<file path="config.mk">
export PLATFORM = sky130hd
export DESIGN_NAME = mmp_iddmm_driver_flat
export DESIGN_NICKNAME = d
export VERILOG_FILES = /design/src/rtl/mmp_iddmm_driver_if.sv /design/src/rtl/mmp_iddmm_driver.sv /design/src/flat_wrapper.sv
export SDC_FILE = /design/constraint.sdc
export NUM_CORES = 2
export LEC_CHECK = 0
export CAP_MARGIN = 5
export CORE_MARGIN = 3
export CORE_UTILIZATION = 45
export DETAILED_ROUTE_END_ITERATION = 8
export PLACE_DENSITY = 0.71
export REMOVE_ABC_BUFFERS = 1
export SKIP_LAST_GASP = 1
export SLEW_MARGIN = 0
export SYNTH_ARGS = -nofsm -noshare
export SYNTH_HDL_FRONTEND = slang
export SYNTH_SLANG_ARGS = --single-unit
</file>
<file path="constraint.sdc">
create_clock -name clk -period 21.6 [get_ports clk]
set_input_delay 4.32 -clock clk [delete_from_list [all_inputs] [get_ports clk]]
set_output_delay 4.32 -clock clk [all_outputs]
set_load 0.03 [all_outputs]
</file>
<file path="src/rtl/mmp_iddmm_driver_if.sv">
// Bundle of the driver's operand stream, core RAM/task port and result stream.
// master is the driver's view; slave is the surrounding environment's view.
interface mmp_iddmm_driver_if #(
  parameter int K      = 128,
  parameter int N      = 32,
  parameter int ADDR_W = $clog2(N)
);
  logic              in_valid;
  logic              in_ready;
  logic [2:0]        in_mask;
  logic [K-1:0]      in_x;
  logic [K-1:0]      in_y;
  logic [K-1:0]      in_m;
  logic [K-1:0]      in_m1;
  logic [2:0]        mm_wr_ena;
  logic [ADDR_W-1:0] mm_wr_addr;
  logic [K-1:0]      mm_wr_x;
  logic [K-1:0]      mm_wr_y;
  logic [K-1:0]      mm_wr_m;
  logic [K-1:0]      mm_wr_m1;
  logic              mm_task_req;
  logic              mm_task_grant;
  logic [K-1:0]      mm_task_res;
  logic              mm_task_end;
  logic              out_valid;
  logic              out_ready;
  logic [K-1:0]      out_data;
  logic              out_last;
  logic              busy;
  logic              err;

  modport master (
    input  in_valid, in_mask, in_x, in_y, in_m, in_m1,
    input  mm_task_grant, mm_task_res, mm_task_end, out_ready,
    output in_ready, mm_wr_ena, mm_wr_addr, mm_wr_x, mm_wr_y, mm_wr_m, mm_wr_m1,
    output mm_task_req, out_valid, out_data, out_last, busy, err
  );

  modport slave (
    output in_valid, in_mask, in_x, in_y, in_m, in_m1,
    output mm_task_grant, mm_task_res, mm_task_end, out_ready,
    input  in_ready, mm_wr_ena, mm_wr_addr, mm_wr_x, mm_wr_y, mm_wr_m, mm_wr_m1,
    input  mm_task_req, out_valid, out_data, out_last, busy, err
  );
endinterface

</file>
<file path="src/rtl/mmp_iddmm_driver.sv">
// Host-side driver for the IDDMM core: loads operands, fires the task, buffers the result burst.
// Optional WAIT watchdog enabled by defining IDDMM_DRV_TIMEOUT_EN.
module mmp_iddmm_driver #(
  parameter int K           = 128,
  parameter int N           = 32,
  parameter int ADDR_W      = $clog2(N),
  parameter int TIMEOUT_CYC = 4096
) (
  input  logic               clk,
  input  logic               rst_n,
  mmp_iddmm_driver_if.master bus
);
  typedef enum logic [2:0] {S_IDLE, S_LOAD, S_REQ, S_WAIT, S_DRAIN} state_t;

  localparam logic [ADDR_W:0] N_CNT    = (ADDR_W+1)'(N);
  localparam logic [ADDR_W:0] LAST_IDX = (ADDR_W+1)'(N - 1);
  localparam logic [ADDR_W:0] CNT_ONE  = (ADDR_W+1)'(1);

  state_t            state_reg, state_next;
  logic [ADDR_W:0]   wcnt_reg, rcnt_reg, ocnt_reg;
  logic [2:0]        mask_reg;
  logic              over_reg;
  logic [2:0]        wr_ena_reg;
  logic [ADDR_W-1:0] wr_addr_reg;
  logic [K-1:0]      wr_m1_reg;
  logic              req_reg;
  logic              err_reg, err_next;
  logic [K-1:0]      buf_mem [N];
  logic [K-1:0]      rd_data_reg;
  logic [ADDR_W-1:0] rd_addr;
  logic              accept, grant_ok, out_fire, mismatch, tmo_expire;
  logic [2:0]        cur_mask;
  logic [ADDR_W:0]   grant_total;
  logic [K-1:0]      in_lane [3];

  assign accept      = bus.in_valid && (state_reg == S_LOAD);
  assign cur_mask    = (wcnt_reg == '0) ? bus.in_mask : mask_reg;
  assign grant_ok    = (state_reg == S_WAIT) && bus.mm_task_grant && (rcnt_reg != N_CNT);
  assign out_fire    = (state_reg == S_DRAIN) && bus.out_ready;
  assign grant_total = rcnt_reg + {{ADDR_W{1'b0}}, bus.mm_task_grant};
  // A grant arriving with rcnt already at N is an overflow even though total looks like N+1.
  assign mismatch    = over_reg || (grant_total != N_CNT);

  always_comb begin
    state_next = state_reg;
    err_next   = 1'b0;
    case (state_reg)
      S_IDLE:  state_next = S_LOAD;
      S_LOAD:  if (accept && wcnt_reg == LAST_IDX) state_next = S_REQ;
      S_REQ:   state_next = S_WAIT;
      S_WAIT: begin
        if (bus.mm_task_end) begin
          state_next = S_DRAIN;
          err_next   = mismatch;
        end else if (tmo_expire) begin
          state_next = S_IDLE;
          err_next   = 1'b1;
        end
      end
      S_DRAIN: if (out_fire && ocnt_reg == LAST_IDX) state_next = S_IDLE;
      default: state_next = S_IDLE;
    endcase
  end

  // Read address runs one step ahead so the registered read lines up with ocnt.
  always_comb begin
    rd_addr = ocnt_reg[ADDR_W-1:0];
    if (state_reg != S_DRAIN) rd_addr = '0;
    else if (out_fire)        rd_addr = ocnt_reg[ADDR_W-1:0] + ADDR_W'(1);
  end

  always_ff @(posedge clk) begin
    if (!rst_n) begin
      state_reg   <= S_IDLE;
      wcnt_reg    <= '0;
      rcnt_reg    <= '0;
      ocnt_reg    <= '0;
      over_reg    <= 1'b0;
      mask_reg    <= '0;
      wr_ena_reg  <= '0;
      wr_addr_reg <= '0;
      wr_m1_reg   <= '0;
      req_reg     <= 1'b0;
      err_reg     <= 1'b0;
    end else begin
      state_reg  <= state_next;
      err_reg    <= err_next;
      req_reg    <= (state_reg == S_REQ);
      wr_ena_reg <= accept ? cur_mask : 3'b000;
      if (accept) begin
        wr_addr_reg <= wcnt_reg[ADDR_W-1:0];
        wcnt_reg    <= wcnt_reg + CNT_ONE;
        if (wcnt_reg == '0) begin
          mask_reg  <= bus.in_mask;
          wr_m1_reg <= bus.in_m1;
        end
      end
      if (state_reg == S_WAIT && bus.mm_task_grant) begin
        if (rcnt_reg == N_CNT) over_reg <= 1'b1;
        else                   rcnt_reg <= rcnt_reg + CNT_ONE;
      end
      if (out_fire) ocnt_reg <= ocnt_reg + CNT_ONE;
      if (state_reg == S_IDLE) begin
        wcnt_reg <= '0;
        rcnt_reg <= '0;
        ocnt_reg <= '0;
        over_reg <= 1'b0;
      end
    end
  end

  // Result buffer; bypass covers a final grant landing on the word being read.
  always_ff @(posedge clk) begin
    if (grant_ok) buf_mem[rcnt_reg[ADDR_W-1:0]] <= bus.mm_task_res;
    if (grant_ok && rcnt_reg[ADDR_W-1:0] == rd_addr) rd_data_reg <= bus.mm_task_res;
    else                                             rd_data_reg <= buf_mem[rd_addr];
  end

  assign in_lane[0] = bus.in_x;
  assign in_lane[1] = bus.in_y;
  assign in_lane[2] = bus.in_m;

  for (genvar gi = 0; gi < 3; gi++) begin : g_lane
    logic [K-1:0] data_reg;
    always_ff @(posedge clk) begin
      if (!rst_n)      data_reg <= '0;
      else if (accept) data_reg <= in_lane[gi];
    end
  end

`ifdef IDDMM_DRV_TIMEOUT_EN
  localparam int TMO_W = $clog2(TIMEOUT_CYC + 1);
  logic [TMO_W-1:0] tmo_reg;
  always_ff @(posedge clk) begin
    if (!rst_n || state_reg != S_WAIT) tmo_reg <= '0;
    else                               tmo_reg <= tmo_reg + TMO_W'(1);
  end
  assign tmo_expire = (state_reg == S_WAIT) && (tmo_reg == TMO_W'(TIMEOUT_CYC - 1));
`else
  logic unused_tmo;
  assign unused_tmo = (TIMEOUT_CYC != 0);
  assign tmo_expire = 1'b0;
`endif

  assign bus.in_ready    = (state_reg == S_LOAD);
  assign bus.mm_wr_ena   = wr_ena_reg;
  assign bus.mm_wr_addr  = wr_addr_reg;
  assign bus.mm_wr_x     = g_lane[0].data_reg;
  assign bus.mm_wr_y     = g_lane[1].data_reg;
  assign bus.mm_wr_m     = g_lane[2].data_reg;
  assign bus.mm_wr_m1    = wr_m1_reg;
  assign bus.mm_task_req = req_reg;
  assign bus.out_valid   = (state_reg == S_DRAIN);
  assign bus.out_data    = rd_data_reg;
  assign bus.out_last    = (state_reg == S_DRAIN) && (ocnt_reg == LAST_IDX);
  assign bus.busy        = (state_reg != S_IDLE);
  assign bus.err         = err_reg;
endmodule

</file>
<file path="src/flat_wrapper.sv">
// flat-port wrapper written by rule: the top's interface ports become plain ports
module mmp_iddmm_driver_flat 
#(
  parameter int K           = 128,
  parameter int N           = 32,
  parameter int ADDR_W      = $clog2(N),
  parameter int TIMEOUT_CYC = 4096
)
  (clk, rst_n, bus_in_valid, bus_in_mask, bus_in_x, bus_in_y, bus_in_m, bus_in_m1, bus_mm_task_grant, bus_mm_task_res, bus_mm_task_end, bus_out_ready, bus_in_ready, bus_mm_wr_ena, bus_mm_wr_addr, bus_mm_wr_x, bus_mm_wr_y, bus_mm_wr_m, bus_mm_wr_m1, bus_mm_task_req, bus_out_valid, bus_out_data, bus_out_last, bus_busy, bus_err);
  mmp_iddmm_driver_if #(.K(K), .N(N), .ADDR_W(ADDR_W)) bus_i ();
  input  logic clk;
  input  logic rst_n;
  input wire logic [$bits(bus_i.in_valid)-1:0] bus_in_valid;
  input wire logic [$bits(bus_i.in_mask)-1:0] bus_in_mask;
  input wire logic [$bits(bus_i.in_x)-1:0] bus_in_x;
  input wire logic [$bits(bus_i.in_y)-1:0] bus_in_y;
  input wire logic [$bits(bus_i.in_m)-1:0] bus_in_m;
  input wire logic [$bits(bus_i.in_m1)-1:0] bus_in_m1;
  input wire logic [$bits(bus_i.mm_task_grant)-1:0] bus_mm_task_grant;
  input wire logic [$bits(bus_i.mm_task_res)-1:0] bus_mm_task_res;
  input wire logic [$bits(bus_i.mm_task_end)-1:0] bus_mm_task_end;
  input wire logic [$bits(bus_i.out_ready)-1:0] bus_out_ready;
  output wire logic [$bits(bus_i.in_ready)-1:0] bus_in_ready;
  output wire logic [$bits(bus_i.mm_wr_ena)-1:0] bus_mm_wr_ena;
  output wire logic [$bits(bus_i.mm_wr_addr)-1:0] bus_mm_wr_addr;
  output wire logic [$bits(bus_i.mm_wr_x)-1:0] bus_mm_wr_x;
  output wire logic [$bits(bus_i.mm_wr_y)-1:0] bus_mm_wr_y;
  output wire logic [$bits(bus_i.mm_wr_m)-1:0] bus_mm_wr_m;
  output wire logic [$bits(bus_i.mm_wr_m1)-1:0] bus_mm_wr_m1;
  output wire logic [$bits(bus_i.mm_task_req)-1:0] bus_mm_task_req;
  output wire logic [$bits(bus_i.out_valid)-1:0] bus_out_valid;
  output wire logic [$bits(bus_i.out_data)-1:0] bus_out_data;
  output wire logic [$bits(bus_i.out_last)-1:0] bus_out_last;
  output wire logic [$bits(bus_i.busy)-1:0] bus_busy;
  output wire logic [$bits(bus_i.err)-1:0] bus_err;
  assign bus_i.in_valid = bus_in_valid;
  assign bus_i.in_mask = bus_in_mask;
  assign bus_i.in_x = bus_in_x;
  assign bus_i.in_y = bus_in_y;
  assign bus_i.in_m = bus_in_m;
  assign bus_i.in_m1 = bus_in_m1;
  assign bus_i.mm_task_grant = bus_mm_task_grant;
  assign bus_i.mm_task_res = bus_mm_task_res;
  assign bus_i.mm_task_end = bus_mm_task_end;
  assign bus_i.out_ready = bus_out_ready;
  assign bus_in_ready = bus_i.in_ready;
  assign bus_mm_wr_ena = bus_i.mm_wr_ena;
  assign bus_mm_wr_addr = bus_i.mm_wr_addr;
  assign bus_mm_wr_x = bus_i.mm_wr_x;
  assign bus_mm_wr_y = bus_i.mm_wr_y;
  assign bus_mm_wr_m = bus_i.mm_wr_m;
  assign bus_mm_wr_m1 = bus_i.mm_wr_m1;
  assign bus_mm_task_req = bus_i.mm_task_req;
  assign bus_out_valid = bus_i.out_valid;
  assign bus_out_data = bus_i.out_data;
  assign bus_out_last = bus_i.out_last;
  assign bus_busy = bus_i.busy;
  assign bus_err = bus_i.err;
  mmp_iddmm_driver #(.K(K), .N(N), .ADDR_W(ADDR_W), .TIMEOUT_CYC(TIMEOUT_CYC)) u_core (.clk(clk), .rst_n(rst_n), .bus(bus_i));
endmodule
</file>
# After elaboration in Yosys (flattened, before gate mapping)
# Memory sizes are Yosys's and may differ from the RTL's. A register that Yosys moved wholly into a read port is not among the register bits.
# Cells that the tools add are included.
[word_totals]
regBits = 547
ramBits = 4096
out_inout_bits = 654
memories = 1
[classes]
addsub = 5
n_eq_ne = 13
n_mux = 9
bitwise_logic = 2
n_reduce_logical = 18
[memory_table]
columns = ["memory", "words", "width", "rd", "rd_ports_with_merged_regs", "write_ports", "line", "text"]
rows = [
  ["u_core.buf_mem", 32, 128, 1, 1, 1, "mmp_iddmm_driver.sv:28", "logic [K-1:0] buf_mem [N];"],
]
[op_table]
columns = ["op", "n"]
rows = [
  ["$add A6 B1 Y6 const B", 3],
  ["$pmux W3 S5", 1],
  ["$eq A6 B5 Y1 const B", 2],
  ["$mux W3", 4],
  ["$ne A6 B6 Y1 const B", 2],
  ["$mux W5", 2],
  ["$reduce_and A2 Y1", 4],
  ["$logic_and A1 B1 Y1", 7],
  ["$add A6 B1 Y6", 1],
  ["$eq A3 B2 Y1 const B", 2],
  ["$eq A6 B6 Y1 const B", 1],
  ["$logic_not A6 Y1", 1],
  ["$reduce_and A3 Y1", 2],
  ["$add A5 B1 Y5 const B", 1],
  ["$ne A2 B1 Y1 const B", 2],
  ["$eq A3 B1 Y1 const B", 1],
  ["$eq A3 B3 Y1 const B", 1],
  ["$logic_not A3 Y1", 1],
  ["$ne A3 B3 Y1 const B", 1],
  ["$reduce_bool A3 Y1", 1],
  ["$mux W1", 2],
  ["$ne A2 B2 Y1 const B", 1],
  ["$not A1 Y1", 2],
  ["$reduce_or A2 Y1", 1],
  ["$logic_or A1 B1 Y1", 1],
]

# Depth between registers and ports, before layout
[depth]
depth_word = 5
ltp_mapped = 8

# Least setup slack after synthesis
# OpenSTA, ideal clock, no wires.
[synth_timing]
path_kind = "input to register"
start = "in bus_mm_task_grant"
end = "mem u_core.buf_mem[12][0], enable pin"
setup_time_ns = 0.617
arrival_ns = 10.450
slack_ns = 10.533
cell_stages = 5
cell_sequence = "and4b_1 > clkbuf_1 > o21a_1 > nand2_1 > nor2_1"
[synth_between]
elab_chain_cells = 4
[synth_rtl]
columns = ["item", "line", "text"]
rows = [
  ["from (decl)", "flat_wrapper.sv:19", "input wire logic [$bits(bus_i.mm_task_grant)-1:0] bus_mm_task_grant;"],
  ["$logic_and A1 B1 Y1 (2 in series)", "mmp_iddmm_driver.sv:38", "assign grant_ok = (state_reg == S_WAIT) && bus.mm_task_grant && (rcnt_reg != N_CNT);"],
  ["$mux W1", "mmp_iddmm_driver.sv:114", "if (grant_ok) buf_mem[rcnt_reg[ADDR_W-1:0]] <= bus.mm_task_res;"],
  ["$mux W1 (not written as such)", "mmp_iddmm_driver.sv:114", ""],
  ["to (decl)", "mmp_iddmm_driver.sv:28", ""],
]
# Every way passes these cells.

==> summary.md <==
| Metric | Value |
|---|---|
| Sequential cell area | 134000 µm² |
| Hold depth | 2 |
| Post-synth top area share | 71.0% |
| Worst setup margin | 9.76 ns |
| Row Count | 227 |
| Initial Util | 45.3% |
| Final Setup Violations | 0 |
| Gr ovfl total | 0 |
| Starting DRT DRC Count | 14000 |
| Die width | 627 µm |
| CTS buffer count | 459 |
| Arrival time worst endpoint | 7.52 ns |
| Worst path max stage delay | 0.92 ns |
| Critical-path top delay cell | dfxtp_4 |
| Worst min-delay path category | flop to flop |
| Yosys Warn Count | 0 |
| Highest routed layer | met5 |
| Final Net Count | 11100 |
| Worst Setup End Kind | output pin |
| Post-synth top flop | edfxtp_1 |
| Cell mode on critical path | buf_4 |
| Post-CTS Hold Fix Bufs | 0 |
| Kind of critical path | flop to output pin |
| Largest net degree at the start of global routing | 168 |
| Power Total | 18.6 mW |
| WL met3 | 63900 µm |
| Hold Vio Cnt, Final | 0 |
| First-pass GRT wire length | 858000 µm |
| Buffers on Ports | 1302 |
| I/O Pins | 1303 |
| Area added between synthesis and finish | 19.7% |
| PwrDens | 89.6 nW/µm² |
| LEAKAGE | 63.6 nW |
| HPWL Detailed | 398000 µm |
| Vias | 98300 |
| FF-to-FF End | u_core.buf_mem[12][15] |
| GRT Util Overall | 32.4% |
| Crit path time final | 11.84 ns |
| Startpoint types | flop |
| CP max FO | 53 |
| Pre-Repair DR Iteration Count | 6 |
| Number of synthesized flops with an enable pin | 4096 |
| Sequential area share after synthesis | 77.3% |
| Most common cell in the synthesized netlist | edfxtp_1 |
| Fin. max-slew vios | 0 |
| Worst reg2reg path depth | 6 |
| Post-CTS sizing | 0 |
| Wire length per cell | 40.6 µm |
| CTS tree | done |
| Mapped cell area | 173000 µm² |
| Worst r2r src | u_core.state_reg[1] |
| WP buf/inv | 5 |
| Vias in the first global route | 93900 |
| Die area | 393000 µm² |
| Crit-path leading delay family | buffers and inverters |
| Core area | 383000 µm² |
| Via density | 6.16 |
| Synth cell types | 50 |
| # fillers | 29000 |
| HP Start | u_core.bus.mm_wr_y[76] |
| CTS Root Cell | clkbuf_16 |
| RSZ-0062 raised after global routing | no |
| Place WS | 10.30 ns |
| Worst-Margin Slew | 1.31 ns |
| Post-CTS setup buffers | 0 |
| Avg Inst Size Synth | 19.1 µm² |
| Multi-input logic area | 37000 µm² |
| Synth top area cells | edfxtp_1 71%, mux4_2 11%, dfxtp_1 6.4%, nand2_1 2.3%, mux2_2 1.8% |
| FMAX | 84.4 MHz |
| Cells after synthesis | 9078 |
| Die Ht | 627 µm |
| Clock-pin slew on the worst setup and hold paths | 0.06 ns |
| Setup TNS | 0 ns |
| Final wirelength | 648000 µm |
| Max reg flops | 4096 |
| GPL Wtd Cong | 1.12 |
| Worst vdd ir | 81.2 µV |
| Status | completed |
| Share of cells above drive strength 1 | 18.9% |
| WP data required | 17.28 ns |
| Clock Skew | 0.147 ns |
| Metal2 WL | 310000 µm |
| Residual DRC | 0 |
| Top cell type by total area after synthesis | edfxtp_1 |
| CTS Sinks | 4648 |
| Async set-reset flop share out of synthesis | 0% |
| Post-synth top cells | 4096 x edfxtp_1, 1057 x nand2_1, 840 x mux4_2 |
| Worst slew margin | 12.4% |
| Hold path endpoint | u_core.bus.mm_wr_y[76] |
| Worst reg-to-reg setup slack | 16.24 ns |
| Max Buffers Root-to-Sink | 4 |
| Clock H-tree levels | 5 |
| Fin crit share | 54.8% |
| Fin util | 54.2% |
| Post-DRT Antenna Nets | 0 |
| Max cap viols | 0 |
| Register bit total from synthesis | 4648 |
| Clock latency on the worst-skew pair | 1.05 ns |
| Met1 WL | 231000 µm |
| Initial antenna violation count | 250 |
| Critical Path, Cell by Cell | buf_4, buf_4, buf_4, buf_4, mux4_2, nor2b_1, a211oi_1, nor4_1, clkdlybuf4s50_1 |
worst max path at each step:
stage	from	end	cells past startpoint
floorplan	flop	bus_out_data[101]	4
global placement	flop	bus_out_data[22]	9
detailed placement	flop	bus_out_data[22]	9
CTS	flop	bus_out_data[22]	9
global route	flop	bus_out_data[22]	9
finish	flop	bus_out_data[22]	9
cells in the final DEF, fill, tap and decap left out, types with 33 or more instances in the layout:
cell,n
nand4_1,55
a22o_1,46
mux2i_1,98
mux2_2,276
clkbuf_1,61
a211oi_1,82
dfxtp_1,549
clkinv_2,112
a22oi_1,93
nor4_1,79
clkbuf_16,463
a21oi_1,523
edfxtp_1,4096
bufinv_16,51
clkinv_1,91
buf_4,134
mux4_2,840
nor2_4,33
nand2_1,1056
diode_2,89
or3_1,94
nor2b_1,83
o22ai_1,385
clkdlybuf4s50_1,1301
logic make-up after synthesis:
| family | count (synthesis) | share of synthesized area [%] |
|---|---|---|
| flops | 4648 | 77.3 |
| simple gates | 1484 | 3.76 |
| mux | 1214 | 13.3 |
| compound gates | 1138 | 3.92 |
| buf+inv | 569 | 1.57 |
| xor+xnor | 16 | 0.0808 |
| fa+ha+maj | 9 | 0.0650 |
cell type report:
type                            count  share of cell area [%]
Antenna cell                       89                   0.107
Clock buffer                      536                    5.77
Multi-Input combinational cell   3861                    17.8
Inverter                            7                  0.0163
Clock inverter                    317                    1.59
Sequential cell                  4648                    64.6
Timing Repair Buffer             1468                    7.07
Tap cell                         5038                    3.04
routing by layer:
metal	GRT usage [%]	vias up
met5	0	-
met4	18.3	132
met3	8.35	1147
met2	51.6	6069
met1	40.6	51600
li1	-	39400
power by group:
part / internal [mW] / total [mW] / leakage [nW] / switching (mW)
registers: 9.81 / 9.86 / 41.3 / 0.0468
logic: 0.203 / 0.638 / 14.8 / 0.435
clock network: 4.59 / 8.10 / 7.45 / 3.51
total: 14.6 / 18.6 / 63.6 / 4.00
metrics by stage:
stage / hold WS (ns) / instance area (µm²) / std cells
finish: 0.453 / 208000 / 16000
detailed placement: 0.447 / 192000 / 15000
floorplan: 0.438 / 171000 / 8516
CTS: 0.456 / 207000 / 15900
global route: 0.472 / 207000 / 15900
global placement: 0.442 / 192000 / 15000
worst register-to-register path, cell delays in order, from the launching register on:
cell and delay, ns:
dfxtp_1 0.77, and4b_1 0.44, o21a_1 0.27, nand2_1 0.49, nor2_4 1.14, buf_4 0.84
buf_4 0.86
(Power assumes the default switching activity.)
